## src/rtl/seven_seg_scan_driver.sv

```systemverilog
// Time-multiplexed common-anode seven-segment driver with a shadow digit bank
// that is committed to the displayed bank only at a frame boundary.
module seven_seg_scan_driver #(
  parameter  int NUM_DIGITS  = 4,
  parameter  int REFRESH_DIV = 100000,
  localparam int AW          = $clog2(NUM_DIGITS)
) (
  input  logic                  clk,
  input  logic                  reset,
  input  logic                  wr_en,
  input  logic [AW-1:0]         wr_addr,
  input  logic [3:0]            wr_data,
  input  logic                  wr_dp,
  input  logic                  wr_blank,
  input  logic                  commit,
  output logic                  commit_pending,
  output logic                  frame_start,
  output logic [NUM_DIGITS-1:0] an,
  output logic [6:0]            seg,
  output logic                  dp
);

  localparam int CW = (REFRESH_DIV > 2) ? $clog2(REFRESH_DIV) : 1;

  typedef struct packed {
    logic [3:0] data;
    logic       dp;
    logic       blank;
  } digit_t;

  logic [CW-1:0] refresh_cnt;
  logic [AW-1:0] scan_idx;
  digit_t        shadow [NUM_DIGITS];
  digit_t        active [NUM_DIGITS];
  logic          tick;
  logic          wrap_tick;
  logic          addr_ok;

  assign tick      = (refresh_cnt == CW'(REFRESH_DIV - 1));
  assign wrap_tick = tick && (scan_idx == AW'(NUM_DIGITS - 1));
  assign addr_ok   = int'(wr_addr) < NUM_DIGITS;

  // Active-low {g,f,e,d,c,b,a} glyphs for 0-9, A, b, C, d, E, F.
  function automatic logic [6:0] hex7(input logic [3:0] v);
    case (v)
      4'h0:    hex7 = 7'b1000000;
      4'h1:    hex7 = 7'b1111001;
      4'h2:    hex7 = 7'b0100100;
      4'h3:    hex7 = 7'b0110000;
      4'h4:    hex7 = 7'b0011001;
      4'h5:    hex7 = 7'b0010010;
      4'h6:    hex7 = 7'b0000010;
      4'h7:    hex7 = 7'b1111000;
      4'h8:    hex7 = 7'b0000000;
      4'h9:    hex7 = 7'b0010000;
      4'hA:    hex7 = 7'b0001000;
      4'hB:    hex7 = 7'b0000011;
      4'hC:    hex7 = 7'b1000110;
      4'hD:    hex7 = 7'b0100001;
      4'hE:    hex7 = 7'b0000110;
      default: hex7 = 7'b0001110;
    endcase
  endfunction

  // Refresh timing and frame-boundary pulse.
  // NOTE: sequential state uses non-blocking assignments so every register
  // samples the pre-edge values of the others, independent of block order.
  always_ff @(posedge clk) begin
    if (reset) begin
      refresh_cnt <= '0;
      scan_idx    <= '0;
      frame_start <= 1'b0;
    end else begin
      frame_start <= wrap_tick;
      if (tick) begin
        refresh_cnt <= '0;
        scan_idx    <= wrap_tick ? '0 : scan_idx + AW'(1);
      end else begin
        refresh_cnt <= refresh_cnt + CW'(1);
      end
    end
  end

  // Digit banks. The copy reads pre-edge shadow, so a same-edge write is
  // visible only in shadow until the next commit.
  // NOTE: both banks are small register arrays, not RAM, so they are reset
  // explicitly to give a known all-zero display after reset.
  always_ff @(posedge clk) begin
    if (reset) begin
      for (int i = 0; i < NUM_DIGITS; i++) begin
        shadow[i] <= '0;
        active[i] <= '0;
      end
      commit_pending <= 1'b0;
    end else begin
      if (wrap_tick && (commit_pending || commit)) begin
        for (int i = 0; i < NUM_DIGITS; i++) active[i] <= shadow[i];
        commit_pending <= 1'b0;
      end else if (commit) begin
        commit_pending <= 1'b1;
      end
      if (wr_en && addr_ok) shadow[wr_addr] <= '{wr_data, wr_dp, wr_blank};
    end
  end

  // Registered pin drivers, one cycle behind scan_idx/active.
  always_ff @(posedge clk) begin
    if (reset) begin
      an  <= '1;
      seg <= 7'h7F;
      dp  <= 1'b1;
    end else if (active[scan_idx].blank) begin
      an  <= '1;
      seg <= 7'h7F;
      dp  <= 1'b1;
    end else begin
      an  <= ~(NUM_DIGITS'(1) << scan_idx);
      seg <= hex7(active[scan_idx].data);
      dp  <= ~active[scan_idx].dp;
    end
  end

endmodule

```

## config.mk

```make
export PLATFORM = sky130hd
export DESIGN_NAME = seven_seg_scan_driver
export DESIGN_NICKNAME = d
export VERILOG_FILES = /design/src/rtl/seven_seg_scan_driver.sv
export SDC_FILE = /design/constraint.sdc
export NUM_CORES = 1
export LEC_CHECK = 0
export CORE_MARGIN = 10
export CORE_UTILIZATION = 62
export CTS_BUF_LIST = sky130_fd_sc_hd__clkbuf_16
export CTS_CLUSTER_SIZE = 24
export DETAILED_ROUTE_END_ITERATION = 8
export GPL_TIMING_DRIVEN = 0
export PLACE_DENSITY_LB_ADDON = 0.12
export SYNTH_ARGS = -nofsm -noshare
export SYNTH_HDL_FRONTEND = slang
export SYNTH_SLANG_ARGS = --single-unit
```

## constraint.sdc

```tcl
create_clock -name clk -period 5.9 [get_ports clk]
set_clock_uncertainty 0.1 [all_clocks]
set_input_delay 1.18 -clock clk [delete_from_list [all_inputs] [get_ports clk]]
set_output_delay 1.18 -clock clk [all_outputs]
set_load 0.03 [all_outputs]
```

# ---- Yosys cells after proc, flatten, opt, wreduce, memory -nomap -nowiden
# Memories as Yosys holds them, arrays and structs flattened. A register that Yosys moved wholly into a read port is not among the register bits.
# Cells that the tools add are included.
dict set report totals {
  ff_bits 26
  latch_bits 0
  ram_bits 48
  rom_bits 112
  input_bits 12
  out_inout_bits 14
  memories 3
}
# name words width rd rd_ports_with_merged_regs wr line
set mem_list {}
lappend mem_list {{(no name shown)} 16 7 1 1 0 45} ;# case (v)
lappend mem_list {active 4 6 1 1 4 34} ;# digit_t active [NUM_DIGITS];
lappend mem_list {shadow 4 6 4 0 4 33} ;# digit_t shadow [NUM_DIGITS];
dict set report op_classes {
  add_sub_neg 2
  n_mul 0
  div 0
  n_lt_le_gt_ge 0
  n_eq_ne 2
  shift 1
  muxes 18
  bitwise 6
  n_reduce_logical 7
}
# cell count
set ops {}
lappend ops {{two-way mux 6 bit} 5}
lappend ops {{adder 17 x 1 -> 17 bit, second input constant} 1}
lappend ops {{== test 17 bit, second input constant} 1}
lappend ops {{two-way mux 1 bit} 9}
lappend ops {{two-way mux 2 bit} 4}
lappend ops {{OR reduction 2 bit} 3}
lappend ops {{OR reduction 6 bit} 1}
lappend ops {{inverter 4 bit} 1}
lappend ops {{OR 1 bit} 4}
lappend ops {{left shift 1 x 2 -> 4 bit, first input constant} 1}
lappend ops {{adder 2 x 1 -> 2 bit, second input constant} 1}
lappend ops {{== test 2 bit, second input constant} 1}
lappend ops {{logical AND 1 bit} 2}
lappend ops {{logical OR 1 bit} 1}
lappend ops {{inverter 1 bit} 1}

# ---- Depth between registers and ports, before layout
# Gate-level depths: netlist (run 1).
dict set report logic_depth {
  depth_word 7
  mapped_depth 8
  depth_no_buf 7
}

# ---- Least setup slack after synthesis (run 1)
# Ideal clock, no wire load.
dict set report synth_timing {
  path_type {input port to flip-flop}
  startpoint {in reset}
  endpoint {mem shadow[2][0] (netlist name), enable pin}
  setup_ns 0.304
  arrival_ns 1.934
  setup_slack_ns 3.563
  stages 3
  path_buffers 0
  path_cell_list {nand2b_1 nor3b_1 or2_2}
}
# item line
set synth_rtl {}
lappend synth_rtl {{start, declared} 9} ;# input logic reset,
lappend synth_rtl {{end, declared} 33}

==> results of run 1 <==
==> layout make-up <==
type / instances / area, µm²
Clock inverter: 7 / 61.3
Sequential cell: 83 / 2140
Clock buffer: 9 / 225
Tap cell: 72 / 90.1
Fill cell: 366 / 1360
Buffer: 11 / 73.8
Timing Repair Buffer: 25 / 250
Multi-Input combinational cell: 180 / 1330
Inverter: 11 / 41.3
==> routing by layer <==
layer / global-route usage / vias up / part of all wire
met5: 0 / - / 0
met4: 0.0516 / 0 / 0.011
met3: 0.0436 / 7 / 0.049
met2: 0.235 / 41 / 0.49
met1: 0.187 / 1019 / 0.45
li1: - / 1095 / -
==> power by group through the flow <==
stage               combinational, µW  sequential, µW  clock (µW)
floorplan                        30.4             661           0
global placement                 61.9             656           0
detailed placement               63.2             657           0
CTS                              63.7             645         543
global route                     69.5             647         567
finish                           63.0             645         536
==> worst max-delay path: stages <==
cell,delay [ns]
clkdlybuf4s50_1,0.59
clkbuf_1,0.45
a31o_2,0.57
==> synthesized netlist by cell type (3+ instances only) <==
library cell / n
edfxtp_1: 48
nand3_1: 7
mux2i_1: 3
inv_1: 11
xor2_1: 7
xnor2_1: 4
ha_1: 11
buf_2: 5
o221ai_1: 3
or2_2: 4
nand2b_1: 4
and2_1: 48
mux4_2: 6
o31ai_1: 3
dfxtp_1: 35
and3_1: 4
o21ai_0: 3
a21oi_1: 9
nor2_1: 15
nor4_1: 3
o211ai_1: 3
or4_1: 3
nand4_1: 6
nand2_1: 11
buf_6: 3
==> placed cells by master, fill, tap and decap left out, types with 4 or more instances in the layout <==
cell and n:
a21oi_1 9, and2_1 48, and3_1 4, buf_2 5, clkbuf_16 9, clkdlybuf4s50_1 25, dfxtp_1 35, edfxtp_1 48
ha_1 11, inv_1 13, mux4_2 6, nand2_1 11, nand2b_1 4, nand3_1 7, nand4_1 6, nor2_1 15
or2_2 4, xnor2_1 4, xor2_1 7
==> cells by family (layout without fill, tap and decap cells) <==
kind of cell	Yosys count	in the layout	synth area share
AOI/OAI and AO/OA	27	27	0.0485
xor gates and xnor gates	11	11	0.0269
adders and majority gates	11	11	0.0384
buffers and inverters	22	63	0.0321
DFF	83	83	0.598
muxes	9	9	0.0461
and+or+nand+nor	122	122	0.210
==> metrics by stage <==
step	total power (µW)	util
2_1_floorplan	692	-
5_1_grt	1280	0.755
4_1_cts	1250	0.755
3_3_place_gp	718	0.704
6_report	1240	0.755
3_5_place_dp	721	0.704
==> worst paths after layout <==
path	end	slack, ns	startpoint
worst min register to register	refresh_cnt[16]	0.38	refresh_cnt[16]
worst max register to register	active[2][0]	3.34	refresh_cnt[0]
worst min-delay path	refresh_cnt[16]	0.38	refresh_cnt[16]
worst max-delay path	active[2][0]	2.97	reset
==> flip-flops by register name, summed over array words and instances (netlist names), named ones only <==
signal	flops
active	24
shadow	24
refresh_cnt	17
seg	7
an	4
scan_idx	2
commit_pending	1
dp	1
frame_start	1
==> summary.md, run 1 <==
| Metric | Value |
|---|---|
| WS Path Type | in2reg |
| Crit path max fanout | 24 |
| #FFs+latches synth | 83 |
| Sw frac | 0.208 |
| DP Wirelength | 4.48 mm |
| Maximum vdd drop | 0.000251 V |
| Proportion of layout cells with a drive suffix above 1 | 0.117 |
| Starting Density | 0.643 |
| Pleak | 0.00157 µW |
| Endpoint type of the worst setup path | flop |
| Setup_tns | 0 ns |
| CTS H-Tree Depth | 3 |
| PostCTS Resize Cnt | 0 |
| Dominant synthesized flop cell | edfxtp_1 |
| Number of global-route vias before repair | 2,170 |
| Hold slack | 0.382 ns |
| CTS tree | built |
| Slew headroom | 0.576 |
| # IOs | 26 |
| Sequential share of power | 0.519 |
| Final GP Congestion | 0.815 |
| Final WS setup | 2.97 ns |
| Clk buf depth | 2 |
| Cell internal pwr | 985 µW |
| Final nets | 344 |
| Worst slew pin tran | 0.631 ns |
| Largest area contributor in the netlist | edfxtp_1 |
| Setup Viol. Count Final | 0 |
| Status | complete, no violations |
| Reg2reg path depth | 5 |
| RSZ-0062 raised after global routing | false |
| Die W | 96.0 µm |
| Fin crit share | 0.496 |
| Final min period | 2.93 ns |
| Drt wl/cell | 15.5 µm |
| Core footprint | 0.00557 mm² |
| Worst slack, placed | 2.69 ns |
| Vias | 2,162 |
| Cts hold-fix bufs | 0 |
| Synth top area share | 0.402 |
| Synth warn | 0 |
| Die ar. | 0.00922 mm² |
| Number of library cell types mapped by synthesis | 44 |
| Largest net degree at the start of global routing | 25 |
| Worst Hold Depth | 2 |
| Synth Instances | 285 |
| Placed insts | 382 |
| Total congestion overflow | 0 |
| Synth top area cells | edfxtp_1 (40%), dfxtp_1 (20%), and2_1 (8.4%) |
| Syn Area/Cell | 12.6 µm² |
| Layout Cells excl Fill | 398 |
| HP Class | reg2reg |
| Final wirelength | 6.17 mm |
| Syn Nets | 308 |
| Row cnt | 27 |
| Clock sink total | 83 |
| EDFF count, synth | 48 |
| Via density | 5.43 |
| PwrDens | 295 mW/mm² |
| Synth async-reset ratio | 0 |
| Critical path required time | 5.76 ns |
| Fin. max-slew vios | 0 |
| Final hold vios | 0 |
| Initial antenna violation count | 0 |
| Sequential share of the synthesized area | 0.598 |
| Total GRT Usage | 0.148 |
| DP Area | 0.00392 mm² |
| Worst-Skew Late Latency | 0.33 ns |
| DRC | 0 |
| Ant diodes | 0 |
| Design area | 0.00421 mm² |
| Mapped Area | 0.00358 mm² |
| Part of the power in the clock network | 0.431 |
| Root Driver | clkbuf_16 |
| DR iter-0 viols | 107 |
| Total iterations of the first detailed-routing run | 4 |
| Post-route ant nets | 0 |
| Fmax | 342 MHz |
| Port Buffers | 25 |
| Die Ht | 96.0 µm |
| Switching pwr | 259 µW |
| Max cap viols | 0 |
| Area Growth Syn to Fin | 17.5% |
| Total CTS buffers | 9 |
| WP data arrival | 2.79 ns |
| First-pass GRT wire length | 10.5 mm |
| Worst-path clk slew | 0.06 ns |
| Combinational fraction of design power | 0.051 |
| Post-CTS setup buffers | 0 |
| Startpoint Class | input port |
(Power assumes the default switching activity.)
==> run 2, diff against run 1 <==
--- a/config.mk
+++ b/config.mk
@@ -6,7 +6,7 @@
 export NUM_CORES = 1
 export LEC_CHECK = 0
 export CORE_MARGIN = 10
-export CORE_UTILIZATION = 62
+export CORE_UTILIZATION = 58
 export CTS_BUF_LIST = sky130_fd_sc_hd__clkbuf_16
 export CTS_CLUSTER_SIZE = 24
 export DETAILED_ROUTE_END_ITERATION = 8
==> constraint.sdc (replaced) <==
create_clock -name clk -period 2.8 [get_ports clk]
set_clock_uncertainty 0.1 [all_clocks]
set_input_delay 0.56 -clock clk [delete_from_list [all_inputs] [get_ports clk]]
set_output_delay 0.56 -clock clk [all_outputs]
set_load 0.03 [all_outputs]
==> run 2 against run 1 <==
Against the previous run: non-clock buffer count did not move; sequential share of layout area fell by 0.15 points; largest power group unchanged; clock-buffer cell count did not move; critical path depth rose by 2; core utilization fell by 4.6 points; via count fell by 0.46%; total power rose by 110%; sequential power rose by 110%; largest cell class unchanged; sequential cell count did not move; die area rose by 5.4%; cell count rose by 0.75%; clock power rose by 110%.
==> summary.md, run 2 (synthesized netlist as in run 1, its figures left out) <==
| Metric | Value |
|---|---|
| Reg2reg setup slack | 0.26 ns |
| HP Start | shadow[3][3] |
| Final WS setup | 0.262 ns |
| Max cap viols | 0 |
| Area Growth Syn to Fin | 17.8% |
| Clk buf depth | 2 |
| Startpoint Class | flop |
| Final min period | 2.54 ns |
| Drt wl/cell | 15.0 µm |
| Worst-Skew Late Latency | 0.34 ns |
| Root Driver | clkbuf_16 |
| Largest net degree at the start of global routing | 25 |
| WP data arrival | 2.41 ns |
| Worst slack, placed | 0.162 ns |
| Proportion of layout cells with a drive suffix above 1 | 0.120 |
| Most frequent cells in the layout | and2_1 (48), edfxtp_1 (48), dfxtp_1 (35), clkdlybuf4s50_1 (25), nor2_1 (15) |
| Worst r2r dst | active[1][3] |
| Fmax | 394 MHz |
| Ant diodes | 0 |
| Fillers | 436 |
| DP Area | 0.00393 mm² |
| CTS H-Tree Depth | 3 |
| Slew headroom | 0.571 |
| Register area | 0.00214 mm² |
| Starting Density | 0.602 |
| Setup Viol. Count Final | 0 |
| Die W | 98.6 µm |
| Hold slack | 0.415 ns |
| Design area | 0.00422 mm² |
| RSZ-0062 raised after global routing | false |
| Fin crit share | 0.906 |
| Top Registers | active: 24 flops, shadow: 24 flops, refresh_cnt: 17 flops |
| Final hold vios | 0 |
| # IOs | 26 |
| First-pass GRT wire length | 10.5 mm |
| Final nets | 344 |
| Reg2reg start | refresh_cnt[0] |
| DRC | 0 |
| Crit path max fanout | 24 |
| Worst-path clk slew | 0.06 ns |
| Row cnt | 28 |
| CTS tree | built |
| Total GRT Usage | 0.134 |
| DP Wirelength | 4.45 mm |
| Final GP Congestion | 0.874 |
| Worst Hold End | active[3][3] |
| Status | complete, no violations |
| WS Path Type | reg2reg |
| Multi-input gate area | 0.00133 mm² |
| Worst Hold Depth | 1 |
| Fin. max-slew vios | 0 |
| Setup_tns | 0 ns |
| Total CTS buffers | 9 |
| Design Power | 2640 µW |
| HP Class | reg2reg |
| Vias | 2,152 |
| Worst slew pin tran | 0.639 ns |
| Maximum vdd drop | 0.000486 V |
| Endpoint type of the worst setup path | flop |
| DR iter-0 viols | 108 |
| Pleak | 0.00157 µW |
| Via density | 5.37 |
| Final wirelength | 6.00 mm |
| Total congestion overflow | 0 |
| Reg2reg path depth | 5 |
| Port Buffers | 25 |
| PwrDens | 626 mW/mm² |
| Post-CTS setup buffers | 0 |
| Post-route ant nets | 0 |
| PostCTS Resize Cnt | 0 |
| Die ar. | 0.00972 mm² |
| Initial antenna violation count | 0 |
| Core footprint | 0.00596 mm² |
| Die Ht | 98.6 µm |
| Number of global-route vias before repair | 2,230 |
| Cts hold-fix bufs | 0 |
| Clock sink total | 83 |
| Total iterations of the first detailed-routing run | 4 |
| Critical path required time | 2.67 ns |
==> run 2: changes by cell type in the layout (fill, tap and decap cells not counted), sizes merged <==
cell and delta:
clkinv +1, inv -1
==> run 2: where the power goes <==
part | switching [µW] | total (µW) | internal [µW]
clock | 465 | 1150 | 686
combinational | 75.4 | 133 | 57.4
sequential | 17.8 | 1360 | 1340
==> run 2: metal layers <==
metal / track usage / wire [µm] / vias to the layer above
li1: - / - / 1089
met1: 0.164 / 2740 / 1002
met2: 0.204 / 2770 / 53
met3: 0.0489 / 369 / 8
met4: 0.0650 / 113 / 0
met5: 0 / 0 / -
==> run 2: cell type report <==
class | instances | area share
Multi-Input combinational cell | 180 | 0.314
Inverter | 11 | 0.00978
Timing Repair Buffer | 25 | 0.0593
Buffer | 11 | 0.0175
Tap cell | 75 | 0.0222
Sequential cell | 83 | 0.507
Clock inverter | 7 | 0.0166
Clock buffer | 9 | 0.0533
==> run 2: worst max-delay path by stage <==
stage / cells after the start / slack, ns / endpoint / start
final: 5 / 0.26 / active[1][3] / refresh_cnt[0]
after global routing: 5 / 0.03 / active[1][3] / refresh_cnt[0]
after CTS: 5 / 0.29 / active[3][0] / refresh_cnt[0]
after detailed placement: 3 / 0.16 / active[0][5] / reset
after global placement: 3 / 0.20 / active[0][5] / reset
after floorplan: 5 / 0.68 / active[0][0] / refresh_cnt[0]
==> run 2: stage by stage <==
stage / std cells / util
2_1_floorplan: 285 / -
3_3_place_gp: 385 / 0.659
3_5_place_dp: 385 / 0.659
4_1_cts: 401 / 0.709
5_1_grt: 401 / 0.709
6_report: 401 / 0.709
==> run 2: worst max-delay path, stage by stage, from the launching register on <==
cell and delay, ns:
dfxtp_1 0.45, ha_1 0.18, clkbuf_1 0.32, nand4b_1 0.32, nor2_1 0.23, a31o_2 0.56
